File: src/rtl/reg_in_unit.sv
// Input register unit: synchronises 16 board input ports, captures them, tracks
// per-port change flags and serves values/flags over a single-cycle read port.

module reg_in_lane #(
    parameter int W = 8
) (
    input  logic         clk,
    input  logic         rst_n,
    input  logic [W-1:0] pin,
    input  logic         clr,
    input  logic         rd_hit,
    output logic [W-1:0] cur,
    output logic         flag,
    output logic         flag_nxt
);
    logic [W-1:0] sync1, sync2;
    logic         chg;

    assign chg = (sync2 != cur);

    // A fresh change outranks both the bus clear and a destructive read.
    always_comb begin
        flag_nxt = flag;
        if (chg)
            flag_nxt = 1'b1;
        else if (clr)
            flag_nxt = 1'b0;
        else if (rd_hit)
            flag_nxt = 1'b0;
    end

    always_ff @(posedge clk or negedge rst_n) begin
        if (!rst_n) begin
            sync1 <= '0;
            sync2 <= '0;
            cur   <= '0;
            flag  <= 1'b0;
        end else begin
            sync1 <= pin;
            sync2 <= sync1;
            cur   <= sync2;
            flag  <= flag_nxt;
        end
    end
endmodule

module reg_in_unit #(
    parameter int N_PORTS = 16,
    parameter int W       = 8
) (
    input  logic                 clk,
    input  logic                 rst_n,
    input  logic [N_PORTS*W-1:0] data_in_from_buf,
    input  logic                 rd_req,
    input  logic [4:0]           rd_addr,
    input  logic                 clr,
    input  logic [N_PORTS-1:0]   irq_mask,
    output logic                 rd_ack,
    output logic [15:0]          rd_data,
    output logic                 irq
);
    logic [N_PORTS-1:0][W-1:0] pins, cur;
    logic [N_PORTS-1:0]        flag, flag_nxt, rd_hit;
    logic [15:0]               rd_nxt;

    assign pins = data_in_from_buf;

    for (genvar k = 0; k < N_PORTS; k++) begin : g_lane
        assign rd_hit[k] = rd_req && !rd_addr[4] && (rd_addr[3:0] == 4'(k));

        reg_in_lane #(.W(W)) u_lane (
            .clk      (clk),
            .rst_n    (rst_n),
            .pin      (pins[k]),
            .clr      (clr),
            .rd_hit   (rd_hit[k]),
            .cur      (cur[k]),
            .flag     (flag[k]),
            .flag_nxt (flag_nxt[k])
        );
    end

    // Port reads return the pre-edge flag and value; the summary read is non-destructive.
    always_comb begin
        rd_nxt = '0;
        if (!rd_addr[4])
            rd_nxt = {flag[rd_addr[3:0]], 7'b0, cur[rd_addr[3:0]]};
        else if (rd_addr == 5'd16)
            rd_nxt = flag;
    end

    always_ff @(posedge clk or negedge rst_n) begin
        if (!rst_n) begin
            rd_ack  <= 1'b0;
            rd_data <= '0;
            irq     <= 1'b0;
        end else begin
            rd_ack <= rd_req;
            if (rd_req)
                rd_data <= rd_nxt;
            irq <= |(flag_nxt & irq_mask);
        end
    end
endmodule

File: config.mk
export PLATFORM = sky130hd
export DESIGN_NAME = reg_in_unit
export DESIGN_NICKNAME = d
export VERILOG_FILES = /design/src/rtl/reg_in_unit.sv
export SDC_FILE = /design/constraint.sdc
export NUM_CORES = 1
export LEC_CHECK = 0
export ABC_CLOCK_PERIOD_IN_PS = 2250
export BUFFER_PORTS_ARGS = -buffer_cell sky130_fd_sc_hd__buf_2
export CORE_UTILIZATION = 40
export CTS_CLUSTER_SIZE = 40
export DETAILED_ROUTE_END_ITERATION = 12
export HOLD_SLACK_MARGIN = 0.1
export PLACE_DENSITY = 0.58
export SETUP_SLACK_MARGIN = 0.02
export SYNTH_ARGS = -nofsm -noshare
export SYNTH_HDL_FRONTEND = slang
export SYNTH_HIERARCHICAL = 1
export SYNTH_SLANG_ARGS = --single-unit
File: constraint.sdc
create_clock -name clk -period 2.25 [get_ports clk]
set_input_delay 0.45 -clock clk [delete_from_list [all_inputs] [get_ports clk]]
set_output_delay 0.45 -clock clk [all_outputs]
set_load 0.05 [all_outputs]
==> results of run 1 <==
-- where the power goes --
part	switching (uW)	leakage [uW]	internal, uW
Sequential	234	0.00485	7900
Clock	2900	0.000724	4440
Combinational	602	0.00253	565
Total	3730	0.00810	12900
-- worst max-delay path by stage --
stage	endpoint	slack (ps)	startpoint	cells past startpoint
after CTS	irq	40	rd_addr[1]	10
after floorplan	irq	-50	rd_addr[0]	10
after detailed placement	irq	-480	rd_addr[1]	10
after global routing	irq	50	rd_req	11
after global placement	irq	-460	rd_addr[1]	10
final	irq	130	rd_addr[1]	11
-- metrics by stage --
step	setup WS (ps)	std cells	util [%]	cell area, sq um
after floorplan	-53.9	768	-	13600
final	133	1613	54.1	18100
after CTS	41.6	1608	54.0	18100
after global routing	51.4	1611	54.1	18100
after global placement	-458	1402	45.6	15300
after detailed placement	-477	1402	45.6	15300
-- layout make-up --
| class | count | area (sq um) | share of cell area [%] |
|---|---|---|---|
| clock inverters | 21 | 320 | 1.77 |
| repair buffers | 333 | 2510 | 13.9 |
| well taps | 448 | 561 | 3.10 |
| inverters | 1 | 3.75 | 0.0208 |
| multi-input cells | 332 | 3040 | 16.8 |
| diodes | 4 | 10.0 | 0.0553 |
| clock buffers | 56 | 1180 | 6.54 |
| flip-flops and latches | 418 | 10500 | 57.8 |
-- kinds of logic (layout without fill, tap and decap cells) --
group                  Yosys count  in the layout  share of synthesized area [%]
AO/OA/AOI/OAI                   60             60                           3.82
other                            0              4                              0
AND/OR/NAND/NOR                 90             90                           3.28
multiplexers                    54             54                           6.84
flip-flops                     418            418                           77.1
XOR/XNOR                       128            128                           8.26
buffers and inverters           18            411                          0.701
-- sequential cells by signal, summed over array words and instances (netlist names) --
name and cells:
rd_data 16, g_lane.u_lane/sync2 128, g_lane.u_lane/cur 128, rd_ack 1
irq 1, g_lane.u_lane/flag 16, g_lane.u_lane/sync1 128
-- layout by cell type, fill, tap and decap left out, types with 6 or more instances in the layout --
master         netlist  layout
nand2_1             10      10
xor2_1              96      96
clkbuf_8             0       8
clkbuf_1             5       6
xnor2_1             32      32
nor2_1              33      33
a22o_1              11      11
a221oi_1            13      12
clkinv_2             0       6
bufinv_16            0       6
mux2_2               8       8
o21ai_0              9       9
nand4_1             17      17
buf_12               0       8
mux4_2              12      12
nor3_1              16      16
buf_2                1     169
buf_4                3      26
dfrtp_1            418     418
a222oi_1             8       8
clkbuf_16            0      42
dlygate4sd3_1        0     129
mux4_1              14      14
a2111oi_1           16      14
mux2i_1             20      20
-- repair_timing --
item / CTS / global route
hold buffers: 129 / 0
buffers inserted: 0 / 1
setup endpoints to repair: 0 / 1
resized for setup: 0 / 3
endpoints found under the hold margin: 168 / 0
-- layer usage --
layer  track usage (%)  vias up
met3              3.49       55
met4              7.41        0
li1                  -     3407
met1              25.7     3682
met5                 0        -
met2              27.6      220
-- critical path: cells and delay by family --
family                 cells  cell delay, ps
buffers and inverters      2             350
AND/OR/NAND/NOR            7             930
AO/OA/AOI/OAI              2             790
==> impl_results.md, run 1 <==
* H-tree depth at 2
* Mapped Cells at around 770
* Async SR Flop Fraction at between 90% and 100%
* P&R area growth vs syn at 33.3%
* FF+latch count, synth at between 400 and 500
* Hold WC Path Type: in -> reg
* M1 WL at roughly 13000 microns
* Fillcell total at between 2000 and 3000
* Worst slew pin tran at between 500 and 600 ps
* Die ar. at between 30000 and 40000 sq um
* CP Capture Type: flop
* WHS Endpoint: rd_ack
* DR vias/cell at 4.57
* Sequential element share of the synthesized area at just under 80%
* Initial DRC Count at 413
* Fin Hold WS at about 150 ps
* Sum of negative setup slack at 0 ps
* Ys Warns at 6
* Pre-antenna DRT Iters at 7
* WHS Path Cells at 2
* Max Cap Viol at 0
* Final setup viols at 0
* Critical Path Start Type: input port
* Maximum number of pins on one net before global-route repair at between 80 and 90
* Post-synth top cells: dfrtp_1 (418), xor2_1 (96), nor2_1 (33)
* CP required at roughly 2700 ps
* Drc violations at 0
* Initial antenna violation count at 4
* Worst-path cell chain: buf_2 -> nand2b_1 -> nor2_1 -> nand2_1 -> nor2_1 -> nor2_1 -> a2111oi_1 -> nand4_1 -> buf_4 -> a221oi_2 -> nand4_1
* CP max FO at 5
* Clock latency on the worst-skew pair at between 500 and 600 ps
* CTS tree: built
* Power Dens Cells at just over 900 nW/um^2
* Mapped Avg Cell Area at around 18 sq um
* Reg-to-reg endpoint: irq
* Fmax at between 400 and 500 MHz
* Slew Limit Fails at 0
* Total number of vias at roughly 7400
* Hold path startpoint: rd_req
* Final ANT Viol Nets at 0
* Total CTS buffers at 42
* WS Path Type: in -> reg
* Crit share post-route at between 90 and 100%
* Crit-path most repeated cell: nor2_1
* # rows at 67
* Count leader, synth: dfrtp_1
* Die width at around 190 microns
* Clock Pin Slew Worst Setup and Hold Paths at around 70 ps
* Number of global-route vias before repair at roughly 8000
* Top-area cell type share of the netlist area at 77.1%
* IO Count at 171
* Largest cells by area after synthesis: dfrtp_1 (77%), xor2_1 (6.2%), mux4_1 (2.7%)
* Worst EP arrival at 2530 ps
* CTS sink count at approximately 420
* Die H at 186 microns
* Per-cell routed wire length at roughly 19 microns
* Pleak at around 0.0081 uW
* Reg2Reg Setup Slack at approximately 230 ps
* Syn Std Cell Area at around 14000 sq um
* Slowest cell on crit path: a2111oi_1
* Met2 wire len at roughly 14000 microns
* Ys flop type: dfrtp_1
* Final hold vios at 0
* First-pass GRT wire length at approximately 46000 microns
* Share of cells above drive strength 1 at 26.1%
* Top Layer Used: met4
* Routed WL at 29900 microns
* Max rail drop VDD at approximately 590 uV
* Total routing usage reported by global routing at around 18%
* HPWL Detailed at approximately 21000 microns
* Relative slew slack at between 60% and 70%
* Starting density of the core at approximately two fifths
* Clock Tree Root: clkbuf_16
* Final Power at ~17000 uW
* Fin crit period at 2120 ps
* RR Startpoint: g_lane[15].u_lane/sync2[1]
* Port bufs at 170
* Largest stage delay on the critical path at approximately 520 ps
* Largest area contributor in the netlist: dfrtp_1
* WL met3 at between 1500 and 2000 microns
* Run status: finished, final reports clean
* Reg2reg path depth at 7
* Cell variety after synth at 33
* Clock Skews at 17.2 ps
* EDFF count, synth at 0
* RSZ-0062 raised after global routing: no
* Core region area at roughly 33000 sq um
* Bufs on Longest Clock Path at 3
* GPL Wtd Cong at about 0.83
* Syn nets at approximately 900
* Nets at ~1300
* Grt total ovfl at 0
Note: power is estimated with default switching activity, not from simulation.
==> run 2, diff against run 1 <==
ABC_AREA = 1   (was not set)
PLACE_DENSITY = 0.57   (was 0.58)
==> run 2 against run 1 <==
  * Final cell count up 38%
  * Fmax up 26%
  * Clock power up 3.1%
  * Synthesized cell count up 79%
  * Largest cell class unchanged
  * Global-route usage up 1.5 points
  * Power up 2.3%
  * Count of clock-buffer cells in the layout up 11
  * Via count up 36%
  * Final area up 5.8%
  * Sequential share of layout area down 3.1 points
  * Register-to-register slack better by 520 ps
==> impl_results.md, run 2 <==
* Run status: finished, final reports clean
* Final ANT Viol Nets at 0 (unchanged)
* Die width at 194 microns (+4.3%)
* Syn Std Cell Area at 14800 sq um (+8.8%)
* # rows at 69 (+3.0%)
* Reg2Reg Setup Slack at 750 ps (+520 ps)
* Critical Path Start Type: flop
* Cell variety after synth at 21 (-36%)
* Worst slew pin tran at 460 ps (-130 ps)
* EDFF count, synth at 0 (unchanged)
* Commonest non-fill, non-tap cell in the layout: nand2_1
* Total number of vias at 10000 (+36%)
* WHS Endpoint: irq
* Drc violations at 0 (unchanged)
* Starting density of the core at 41.1% (+0.53 points)
* Reg2reg path depth at 8 (+1)
* Design area at 19100 sq um (+5.8%)
* Worst EP arrival at 1220 ps (-1310 ps)
* CP required at 1800 ps (-870 ps)
* Total CTS buffers at 45 (+7.1%)
* H-tree depth at 2 (unchanged)
* Post-synth top cells: nand2_1 (581), dfrtp_1 (418), inv_1 (119)
* Hold WC Path Type: in -> reg
* Biggest registers after layout: g_lane.u_lane/cur: 128 flops, g_lane.u_lane/sync1: 128 flops, g_lane.u_lane/sync2: 128 flops
* Clock Tree Root: clkbuf_16
* Bufs on Longest Clock Path at 3 (unchanged)
* WS Path Type: reg -> out
* Sum of negative setup slack at 0 ps (unchanged)
* Clock Pin Slew Worst Setup and Hold Paths at 60 ps (about the same)
* RR Startpoint: g_lane[2].u_lane/cur[0]
* Commonest non-fill, non-tap cells in the layout: nand2_1 (581), dfrtp_1 (418), buf_2 (169)
* Relative slew slack at 69.3% (+8.7 points)
* Port bufs at 170 (unchanged)
* Final setup viols at 0 (unchanged)
* Reg-to-reg endpoint: irq
* Sequential element share of the synthesized area at 70.9% (-6.2 points)
* HPWL Detailed at 24300 microns (+15%)
* Per-cell routed wire length at 16.0 microns (-14%)
* Max Cap Viol at 0 (unchanged)
* Largest area contributor in the netlist: dfrtp_1
* CP Capture Type: output port
* Syn nets at 1531 (+66%)
* CTS tree: built
* CP delay by family, top: flip-flops
* Total routing usage reported by global routing at 19.6% (+1.5 points)
* Post-DP Area at 16300 sq um (+6.6%)
* Hold path startpoint: irq_mask[6]
* Count leader, synth: nand2_1
* FF+latch count, synth at 418 (unchanged)
* Power Dens Cells at 889 nW/um^2 (-3.3%)
* Ys flop type: dfrtp_1
* GPL Wtd Cong at 0.850 (+2.2%)
* Max rail drop VDD at 567 uV (-4.3%)
* Share of cells above drive strength 1 at 15.9% (-10 points)
* Routed WL at 35500 microns (+18%)
* Crit path buffers/inverters at 1 (-1)
* P&R area growth vs syn at 29.6%
* Slew Limit Fails at 0 (unchanged)
* FF/Latch Area at 10500 sq um (unchanged)
* Mapped Cells at 1378 (+79%)
* Largest cells by area after synthesis: dfrtp_1 (71%), nand2_1 (15%), xnor2_1 (4.7%)
* Postcts setup bufs at 0 (unchanged)
* Cts repair resizes at 0 (unchanged)
* Worst-path cell chain: buf_2
* Initial DRC Count at 570 (+38%)
* Grt total ovfl at 0 (unchanged)
* Die ar. at 37700 sq um (+8.7%)
* Crit share post-route at 74.4% (-20 points)
* Ys Warns at 6 (unchanged)
* RSZ-0062 raised after global routing: no
* Number of global-route vias before repair at 10300 (+29%)
* Core region area at 35900 sq um (+7.4%)
* Largest stage delay on the critical path at 370 ps (-150 ps)
* First-pass GRT wire length at 56700 microns (+23%)
* Die H at 194 microns (+4.3%)
* Pleak at 0.00967 uW (+19%)
* CP max FO at 2 (-3)
* DR vias/cell at 4.52 (-0.91%)
* IO Count at 171 (unchanged)
* Final hold vios at 0 (unchanged)
* Fin crit period at 1670 ps (-443 ps)
* Nets at 1871 (+46%)
* Async SR Flop Fraction at 100% (unchanged)
* Initial antenna violation count at 5 (+1)
* Maximum number of pins on one net before global-route repair at 73 (-11%)
* CTS sink count at 418 (unchanged)
* Clock latency on the worst-skew pair at 570 ps (+20 ps)
* Top-area cell type share of the netlist area at 70.9% (-6.2 points)
* Slowest cell on crit path: dfrtp_1
* Pre-antenna DRT Iters at 5 (-2)
* Multi-input gate area at 3650 sq um (+20%)
* Mapped Avg Cell Area at 10.7 sq um (-39%)
* Fillcell total at 3194 (+17%)
* WHS Path Cells at 5 (+3)
* Fmax at 597 MHz (+26%)
* Clock Skews at 21.2 ps (+4.02 ps)
[run 2: cell types whose count changed after synthesis, sizes merged, moves of 14 or more]
cell	previous run	this run
a2111oi	16	0
nor3	16	0
nand3b	1	16
mux4	26	0
mux2i	20	0
buf	12	26
xnor2	32	80
inv	1	123
xor2	96	0
nor2	33	63
nand3	2	20
nand2	10	581
[run 2: logic make-up after synthesis]
kind of cell	after synthesis	synth area share, %
AND/OR/NAND/NOR	700	18.9
XOR/XNOR	80	4.75
flip-flops	418	70.9
AO/OA/AOI/OAI	28	1.10
buffers and inverters	152	4.40
[run 2: what timing repair did]
action                     CTS  global route
hold buffers               129             0
hold endpoints to repair   164             0
setup endpoints to repair    0             0
[run 2: metal layers]
layer | routed length, microns | track usage (%) | vias up
met3 | 2500 | 4.75 | 57
met2 | 15800 | 28.9 | 299
met1 | 16300 | 28.1 | 4828
met5 | 14 | 0 | -
li1 | - | - | 4848
met4 | 871 | 7.52 | 2
[run 2: layout make-up]
type | instances | share of cell area, %
timing repair buffer | 321 | 12.6
sequential | 418 | 54.7
antenna | 5 | 0.0654
clock buffer | 67 | 7.27
inverter | 124 | 2.43
multi-input combinational | 808 | 19.1
clock inverter | 14 | 0.870
tap | 461 | 3.02
[run 2: how the worst max path moves through the flow]
stage                           from    endpoint  slack [ps]  depth (start not counted)
after global routing      rd_data[1]  rd_data[1]         520                          1
after global placement        rd_req         irq         180                         14
final                     rd_data[4]  rd_data[4]         580                          1
after floorplan           rd_addr[0]         irq         510                         13
after CTS                 rd_data[1]  rd_data[1]         540                          1
after detailed placement      rd_req         irq         130                         14
[run 2: worst reg2reg max path: stages, from the launching register on]
cell,delay [ps]
dfrtp_1,390
xnor2_1,170
nand2_1,60
nor2_1,270
nand2_1,130
nand2_1,90
nand4_1,110
nor2_1,120
nand2_1,50
[run 2: metrics by stage]
step | setup WS [ps] | instances | power (uW) | hold slack (ps) | utilization, %
5_1_grt | 522 | 2215 | 17700 | 214 | 53.2
4_1_cts | 541 | 2213 | 17300 | 186 | 53.2
3_5_place_dp | 132 | 2003 | 9420 | 335 | 45.3
3_3_place_gp | 180 | 2003 | 9410 | 332 | 45.3
6_report | 576 | 2218 | 17000 | 217 | 53.3
2_1_floorplan | 514 | 1378 | 8810 | 154 | -
[run 2: power by group]
part | total (uW) | internal, uW | switching, uW
Sequential | 8120 | 7890 | 228
Clock | 7560 | 4620 | 2930
Combinational | 1330 | 561 | 767
==> run 3, diff against run 2 <==
ABC_AREA = 0   (was 1)
ABC_CLOCK_PERIOD_IN_PS = 1580   (was 2250)
PLACE_DENSITY = 0.58   (was 0.57)
clock period = 1.58 ns   (was 2.25 ns; I/O delays follow)
==> run 3 against run 2 <==
  * The flow now finishes with violations (negative setup slack)
  * Final cell count down 23%
  * Via count shrank 22%
  * Sequential power increased by 43%
  * Power up 38%
  * Clock power up 32%
  * Sequential cell count unchanged
  * Count of clock-buffer cells in the layout shrank 8
  * Largest power group unchanged
  * Highest routed layer unchanged
==> impl_results.md, run 3 (synthesis gave the netlist of run 1 again) <==
* Run status: finished, violations left
* Failing checks: negative setup slack
* Biggest registers after layout: g_lane.u_lane/cur: 128 flops, g_lane.u_lane/sync1: 128 flops, g_lane.u_lane/sync2: 128 flops
* Grt total ovfl at 0 (unchanged)
* Sequential Power Share at 49.3% (+1.5 points)
* Final ANT Viol Nets at 0 (unchanged)
* CP endpoint: irq
* IO Count at 171 (unchanged)
* First-pass GRT wire length at 47200 microns (-17%)
* # rows at 67 (-2.9%)
* Sw frac at 22.8% (-0.31 points)
* Clock latency on the worst-skew pair at 550 ps (-20 ps)
* CTS sink count at 418 (unchanged)
* Die H at 186 microns (-4.1%)
* Commonest non-fill, non-tap cells in the layout: dfrtp_1 (418), buf_2 (163), dlygate4sd3_1 (136)
* GPL Wtd Cong at 0.809 (-4.8%)
* Starting density of the core at 40.6% (-0.53 points)
* H-tree depth at 2 (unchanged)
* CP required at 2000 ps (+200 ps)
* RSZ-0062 raised after global routing: yes
* DR vias/cell at 4.59 (+1.6%)
* Max Cap Viol at 0 (unchanged)
* Nets at 1376 (-26%)
* Bufs on Longest Clock Path at 3 (unchanged)
* Final hold vios at 0 (unchanged)
* Worst-path cell chain: buf_2 -> nor2b_1 -> nand3_2 -> nor2_1 -> nor2_1 -> a2111oi_2 -> nand4_1 -> a22o_1 -> a221oi_2 -> buf_4 -> nand4_1
* Reg2Reg Setup Slack at -280 ps (-1030 ps)
* Hold WC Path Type: in -> reg
* Slew Limit Fails at 0 (unchanged)
* Fin crit period at 1910 ps
* Total number of vias at 7838 (-22%)
* Commonest non-fill, non-tap cell in the layout: dfrtp_1
* Routed WL at 30900 microns (-13%)
* Combinational power share at 8.1% (+0.3 points)
* RR Startpoint: g_lane[3].u_lane/cur[4]
* Initial antenna violation count at 5 (unchanged)
* Largest stage delay on the critical path at 380 ps (about the same)
* Clock share of power at 42.7% (-1.7 points)
* Die width at 186 microns (-4.1%)
* Per-cell routed wire length at 18.1 microns (+13%)
* Final Power at 23500 uW (+38%)
* Total CTS buffers at 43 (-4.4%)
* Final setup viols at 9 (+9)
* Worst setup startpoint: rd_addr[4]
* WS Path Type: in -> reg
* Power Dens Cells at 1250 nW/um^2 (+40%)
* Core region area at 33400 sq um (-6.9%)
* Critical Path Start Type: input port
* Sum of negative setup slack at -1310 ps (-1310 ps)
* Port bufs at 170 (unchanged)
* Total routing usage reported by global routing at 18.5% (-1.1 points)
* P&R area growth vs syn at 39.0%
* Die ar. at 34700 sq um (-8.0%)
* Sw Pwr at 5350 uW (+36%)
* Initial DRC Count at 434 (-24%)
* Pre-antenna DRT Iters at 5 (unchanged)
* Drc violations at 0 (unchanged)
* Worst EP arrival at 2330 ps (+1110 ps)
* CTS tree: built
* CP max FO at 4 (+2)
* Pleak at 0.00854 uW (-12%)
* Int Power at 18100 uW (+39%)
* Maximum number of pins on one net before global-route repair at 78 (+6.8%)
* Slowest cell on crit path: a2111oi_2
* Crit share post-route at 121%
* Post-place setup slack at -968 ps (-1100 ps)
* Post-DP Area at 15900 sq um (-2.4%)
* Clock Pin Slew Worst Setup and Hold Paths at 60 ps (about the same)
* Clock Skews at 24.2 ps (+2.99 ps)
* Clock Tree Root: clkbuf_16
* Share of cells above drive strength 1 at 32.7% (+17 points)
* Relative slew slack at 59.0% (-10 points)
* Worst setup slack after layout at -331 ps (-907 ps)
* HPWL Detailed at 21700 microns (-11%)
* Reg-to-reg endpoint: irq
* CP Capture Type: flop
* Worst slew pin tran at 615 ps (+155 ps)
* Max rail drop VDD at 864 uV (+52%)
* Number of global-route vias before repair at 8346 (-19%)
* Reg2reg path depth at 7 (-1)
* Fmax at around 520 MHz
* Design area at 18900 sq um (-1.4%)
## run 3: changes by cell type in the layout (fill, tap and decap cells not counted), sizes merged, moves of 18 or more
cell	delta
mux2i	+20
xor2	+96
nor2	-30
xnor2	-48
nand3	-18
nand2	-571
inv	-120
buf	+98
mux4	+26
## run 3: critical path: cells and delay by family
family                 cells  cell delay (ps)
AO/OA/AOI/OAI              3              800
buffers and inverters      2              270
AND/OR/NAND/NOR            6              930
## run 3: worst min-delay path by stage
stage / start / to / slack, ps / cells past startpoint
global route: irq_mask[1] / irq / 140 / 4
CTS: irq_mask[1] / irq / 130 / 4
detailed placement: rst_n / g_lane[1].u_lane/sync1[0] / 210 / 1
finish: irq_mask[1] / irq / 150 / 4
floorplan: rst_n / g_lane[0].u_lane/cur[0] / 20 / 0
global placement: rst_n / g_lane[1].u_lane/sync1[0] / 210 / 1
## run 3: power groups by stage
stage | Sequential [uW] | Clock, uW | Combinational (uW)
global placement | 11800 | 0 | 1600
detailed placement | 11800 | 0 | 1590
CTS | 11600 | 10300 | 1910
global route | 11600 | 10700 | 2060
floorplan | 11800 | 0 | 581
finish | 11600 | 10000 | 1900
## run 3: repair_timing
item,CTS,global route
gates resized for setup,22,10
pin swaps,12,6
hold endpoints to repair,333,0
hold buffers,136,0
setup endpoints to repair,15,12
buffers inserted,5,1
gates cloned,0,0
## run 3: final cells by class
class	count	area [sq um]
flip-flops and latches	418	10500
multi-input cells	332	3090
repair buffers	427	3290
well taps	448	561
diodes	2	5.00
fillers	2642	14600
clock buffers	59	1210
inverters	1	3.75
clock inverters	19	238
## run 3: metal layers
metal	part of all wire, %	GRT usage [%]	up-vias
met2	49	30.2	190
met1	44	25.2	3986
met4	2.6	5.87	6
li1	-	-	3598
met3	4.7	3.37	58
met5	0.10	0	-
## run 3: through the flow
| stage | hold slack, ps | cells | utilization (%) |
|---|---|---|---|
| 3_3_place_gp | 212 | 1484 | 47.5 |
| 3_5_place_dp | 211 | 1484 | 47.5 |
| 4_1_cts | 125 | 1703 | 56.2 |
| 5_1_grt | 142 | 1705 | 56.4 |
| 2_1_floorplan | 20.4 | 768 | - |
| 6_report | 154 | 1706 | 56.4 |
